File: config.mk
export PLATFORM = sky130hd
export DESIGN_NAME = sram_like_arbiter
export DESIGN_NICKNAME = d
export VERILOG_FILES = /design/src/rtl/sram_like_pkg.sv /design/src/rtl/sram_like_arbiter.sv
export SDC_FILE = /design/constraint.sdc
export NUM_CORES = 1
export LEC_CHECK = 0
export CAP_MARGIN = 20
export CORE_AREA = 8 8 113 115
export CTS_CLUSTER_SIZE = 10
export DETAILED_ROUTE_END_ITERATION = 6
export DIE_AREA = 0 0 121 123
export PLACE_DENSITY = 0.66
export SLEW_MARGIN = 20
export SYNTH_ARGS = -nofsm -noshare
export SYNTH_HDL_FRONTEND = slang
export SYNTH_SLANG_ARGS = --single-unit
File: constraint.sdc
create_clock -name clk -period 2.09 [get_ports clk]
set_input_delay 0.3135 -clock clk [delete_from_list [all_inputs] [get_ports clk]]
set_output_delay 0.3135 -clock clk [all_outputs]
set_load 0.01 [all_outputs]
File: src/rtl/sram_like_pkg.sv
// Shared encodings for the SRAM-like bus arbiter: FSM states, grant codes and size codes.
package sram_like_pkg;

  typedef enum logic [1:0] {
    S_IDLE = 2'd0,
    S_ADDR = 2'd1,
    S_DATA = 2'd2
  } state_e;

  localparam logic GNT_INST = 1'b0;
  localparam logic GNT_DATA = 1'b1;

  localparam logic [1:0] SZ_BYTE = 2'd0;
  localparam logic [1:0] SZ_HALF = 2'd1;
  localparam logic [1:0] SZ_WORD = 2'd2;

endpackage

File: src/rtl/sram_like_arbiter.sv
// Merges the core's inst and data SRAM-like channels onto one bus, one transaction at a time.
// Data wins arbitration unless inst has been held off for STARVE_LIMIT consecutive data grants.
module sram_like_arbiter
  import sram_like_pkg::*;
#(
  parameter int STARVE_LIMIT = 4,
  parameter int AW           = 32,
  parameter int DW           = 32
) (
  input  logic          clk,
  input  logic          rst,
  input  logic          inst_req,
  input  logic          inst_wr,
  input  logic [1:0]    inst_size,
  input  logic [AW-1:0] inst_addr,
  input  logic [DW-1:0] inst_wdata,
  output logic [DW-1:0] inst_rdata,
  output logic          inst_addr_ok,
  output logic          inst_data_ok,
  input  logic          data_req,
  input  logic          data_wr,
  input  logic [1:0]    data_size,
  input  logic [AW-1:0] data_addr,
  input  logic [DW-1:0] data_wdata,
  output logic [DW-1:0] data_rdata,
  output logic          data_addr_ok,
  output logic          data_data_ok,
  output logic          bus_req,
  output logic          bus_wr,
  output logic [1:0]    bus_size,
  output logic [AW-1:0] bus_addr,
  output logic [DW-1:0] bus_wdata,
  input  logic [DW-1:0] bus_rdata,
  input  logic          bus_addr_ok,
  input  logic          bus_data_ok
);

  localparam int            CW    = $clog2(STARVE_LIMIT + 1);
  localparam logic [CW-1:0] LIMIT = CW'(STARVE_LIMIT);

  state_e        state_q, state_d;
  logic          grant_q, grant_d;
  logic [CW-1:0] starve_cnt_q, starve_cnt_d;
  logic          addr_hit, data_hit;

  always_ff @(posedge clk) begin
    if (rst) begin
      state_q      <= S_IDLE;
      grant_q      <= GNT_INST;
      starve_cnt_q <= '0;
    end else begin
      state_q      <= state_d;
      grant_q      <= grant_d;
      starve_cnt_q <= starve_cnt_d;
    end
  end

  always_comb begin
    state_d      = state_q;
    grant_d      = grant_q;
    starve_cnt_d = starve_cnt_q;
    addr_hit     = 1'b0;
    data_hit     = 1'b0;
    case (state_q)
      S_IDLE: begin
        if (data_req && (!inst_req || starve_cnt_q < LIMIT)) begin
          grant_d      = GNT_DATA;
          state_d      = S_ADDR;
          // counts only grants that actually made inst wait
          if (!inst_req)                 starve_cnt_d = '0;
          else if (starve_cnt_q != LIMIT) starve_cnt_d = starve_cnt_q + 1'b1;
        end else if (inst_req) begin
          grant_d      = GNT_INST;
          state_d      = S_ADDR;
          starve_cnt_d = '0;
        end
      end
      S_ADDR: begin
        if (bus_addr_ok) begin
          addr_hit = 1'b1;
          if (bus_data_ok) begin
            data_hit = 1'b1;
            state_d  = S_IDLE;
          end else begin
            state_d  = S_DATA;
          end
        end
      end
      S_DATA: begin
        if (bus_data_ok) begin
          data_hit = 1'b1;
          state_d  = S_IDLE;
        end
      end
      default: state_d = S_IDLE;
    endcase
  end

  // request mux: fields are only meaningful while the address phase is open
  always_comb begin
    bus_req   = 1'b0;
    bus_wr    = 1'b0;
    bus_size  = '0;
    bus_addr  = '0;
    bus_wdata = '0;
    if (state_q == S_ADDR && !rst) begin
      bus_req = 1'b1;
      if (grant_q == GNT_DATA) begin
        bus_wr    = data_wr;
        bus_size  = data_size;
        bus_addr  = data_addr;
        bus_wdata = data_wdata;
      end else begin
        bus_wr    = inst_wr;
        bus_size  = inst_size;
        bus_addr  = inst_addr;
        bus_wdata = inst_wdata;
      end
    end
  end

  always_comb begin
    inst_addr_ok = 1'b0;
    inst_data_ok = 1'b0;
    inst_rdata   = '0;
    data_addr_ok = 1'b0;
    data_data_ok = 1'b0;
    data_rdata   = '0;
    if (!rst) begin
      if (grant_q == GNT_DATA) begin
        data_addr_ok = addr_hit;
        data_data_ok = data_hit;
        data_rdata   = data_hit ? bus_rdata : '0;
      end else begin
        inst_addr_ok = addr_hit;
        inst_data_ok = data_hit;
        inst_rdata   = data_hit ? bus_rdata : '0;
      end
    end
  end

endmodule

==> results.cfg, run 1 <==
[outcome]
status = finished clean

[pwr]
ir_worst_vdd_mv = 0.204
p_switching_mw = 0.522
pwr-share-seq = 0.086
p_clk_frac = 0.206
switching_share = 0.332
comb_power_share = 0.708
power_density_nw_per_um2 = 296
p_leak_nw = 2.51
internal_power_mw = 1.05

[detailed_routing]
drt-total-wl_um = 14400
post_drt_wl_per_cell_um = 19.5
drt_iter0_drc = 76
dr.pass1.iters = 4
dr_total_vias = 3097
drc = 0
drt-vias-per-instance = 4.20
drt.antenna.violating_nets = 0

[logic_synthesis]
yosys.area.top_type = mux2i_1
netlist_area_um2 = 1870
synth_edf_count = 0
postSynthCellCount = 269
syn_avg_cell_area_um2 = 6.95
synth-seq-cells = 6
yosysMostFrequentCell = nor2_1
dominantRegCellSynth = dfxtp_1
synthArstFlopShare = 0
synth_area_leaders = mux2i_1 36%, and2_1 21%, nor2_1 14%
ys_types = 30
yosys_warnings = 0
synth.top_cell.area_share = 0.359
yosys-top-cells-count = 71 x nor2_1, 67 x mux2i_1, 64 x and2_1, 10 x buf_2
synth_nets = 446
yosysSeqAreaShare = 0.0643

[timing]
rsz0062_at_grt = yes
drv_slew = 0
clock-skew-final_ns = 0.00292
setup_violations = 0
report.final.hold_viol_count = 0
worst_slew_pin_slew_ns = 0.352
fmax_ghz = 0.482
period_share = 0.992
setup-tns-final_ns = 0
slew_headroom = 0.763
layout_min_cycle_time_ns = 2.07

[global_route]
antenna_found_initial = 1
grt_usage = 0.166
grt_overflow = 0
grt_first_pass_wirelength_um = 19500
grt_max_degree = 30
grt_pass1_vias = 3269

[die]
die_w_um = 121
core_um2 = 11100
num_rows = 39
die_area_um2 = 14900
die_h_um = 123
num_io_pins = 308
initial_utilization = 0.169

[setup_path]
crit_buf_inv = 5
critical_path_class = flip-flop to output pin
cp_slowest_cell = dfxtp_2
startpoint_type = flip-flop
cp.required_ns = 1.78
cp_slowest_stage_delay_ns = 0.33
cp.arrival_ns = 1.76
crit_family = buffers and inverters
cp_cell_sequence = inv_2, buf_4, ha_4, nand2_4, nor3_4, buf_6, buf_16, and2_1, buf_2
crit_path_max_fanout = 16
end_kind = output pin

[cts]
clock_path_buffers = 2
cts_tree = built
clkLatencyLatePin_ns = 0.23
clkSinkCount = 6
htreeDepth = 1
root_buffer = clkbuf_16
path_clk_slew_ns = 0.04
cts_buffers = 3

[finish]
syn_to_final_growth_pct = 184
layout.cells.non_filler = 737
layout-drive-gt1-share = 0.273
fill_cells = 1129
postLayoutCellArea_um2 = 5310
final_nets = 772
n_antenna_cell = 0

[placement]
dp.cells = 717
hpwl_um = 11400
place_congestion = 0.868
placed_area_um2 = 5240
port_buffers = 307

[run]
cap_violations = 0

[hold_path]
worstHoldPathType = flip-flop to flip-flop
area by class of cell:
class / instances / area, um^2 / share of cell area
Tap cell: 143 / 179 / 0.0337
Clock buffer: 4 / 78.8 / 0.0148
Inverter: 6 / 22.5 / 0.00424
Multi-Input combinational cell: 235 / 1720 / 0.324
Sequential cell: 6 / 126 / 0.0238
Timing Repair Buffer: 343 / 3180 / 0.599
registers in the layout, indices dropped and copies added, names as in the netlist:
name and flops:
state_q 2, grant_q 1, starve_cnt_q 3
cell families after synthesis:
| logic type | synth area share |
|---|---|
| AOI/OAI and AO/OA | 0.0408 |
| adders and majority gates | 0.0335 |
| buffers and inverters | 0.0756 |
| DFF | 0.0643 |
| muxes | 0.359 |
| and+or+nand+nor | 0.427 |
what timing repair did:
item,4_1_cts,5_1_grt
buffers inserted,4,4
cloned,4,7
gates resized for setup,388,79
hold buffers,0,0
pin swaps,19,4
setup endpoints to repair,136,105
hold endpoints to repair,0,0
layer usage:
metal | vias to the layer above | global-route usage | wire length, um
met3 | 8 | 0.0749 | 1630
met1 | 1359 | 0.169 | 5220
met5 | - | 0 | 10
met2 | 180 | 0.313 | 7480
li1 | 1548 | - | -
met4 | 2 | 0.0242 | 76
cell usage in the layout (no fill, tap or decap), types with 2 or more instances in the layout:
| cell | count |
|---|---|
| clkbuf_16 | 7 |
| dfxtp_2 | 2 |
| clkbuf_2 | 25 |
| nand2_1 | 5 |
| dfxtp_1 | 3 |
| ha_4 | 3 |
| nand2b_4 | 3 |
| clkdlybuf4s15_1 | 25 |
| buf_16 | 2 |
| buf_4 | 17 |
| buf_2 | 49 |
| nand2b_1 | 2 |
| inv_1 | 4 |
| buf_12 | 6 |
| mux2i_1 | 67 |
| buf_6 | 22 |
| inv_2 | 2 |
| and2_4 | 17 |
| nor2_1 | 71 |
| dlygate4sd2_1 | 22 |
| ha_1 | 2 |
| clkdlybuf4s50_1 | 169 |
| and2_1 | 47 |
| a22oi_1 | 2 |
worst register-to-register path, cell delays in order, from the launching register on:
cell	delay [ns]
dfxtp_2	0.32
inv_2	0.05
buf_4	0.11
ha_4	0.15
or3b_1	0.37
a311o_1	0.35
o41ai_1	0.06
stage by stage:
stage	total power [mW]	utilization	worst slack, ns	hold WS (ns)
after detailed placement	1.18	0.473	-0.374	0.482
after global placement	1.17	0.473	-0.318	0.457
after floorplan	0.534	-	0.355	0.415
after global routing	1.67	0.480	-0.0537	0.514
final	1.57	0.480	0.0159	0.485
after CTS	1.51	0.471	-0.0549	0.488
worst paths after layout:
check / from / to / slack, ns / depth (start not counted)
max: state_q[1] / data_rdata[19] / 0.02 / 9
min: starve_cnt_q[0] / starve_cnt_q[0] / 0.49 / 2
min reg2reg: starve_cnt_q[0] / starve_cnt_q[0] / 0.49 / 2
max reg2reg: state_q[1] / state_q[1] / 0.57 / 6
power groups by stage:
stage          combinational (mW)  clock (mW)  sequential, mW
2_1_floorplan               0.405           0           0.129
3_3_place_gp                 1.04           0           0.135
4_1_cts                      1.04       0.332           0.136
6_report                     1.11       0.323           0.136
3_5_place_dp                 1.04           0           0.135
5_1_grt                      1.19       0.337           0.137
Note: power is estimated with default switching activity, not from simulation.
==> inputs of run 2 (changes only) <==
--- a/config.mk
+++ b/config.mk
@@ -5,6 +5,7 @@
 export SDC_FILE = /design/constraint.sdc
 export NUM_CORES = 1
 export LEC_CHECK = 0
+export ABC_CLOCK_PERIOD_IN_PS = 2090
 export CAP_MARGIN = 20
 export CORE_AREA = 8 8 113 115
 export CTS_CLUSTER_SIZE = 10
==> results of run 2 <==
No change in the layout: final DEF, timing and power equal those of run 1.
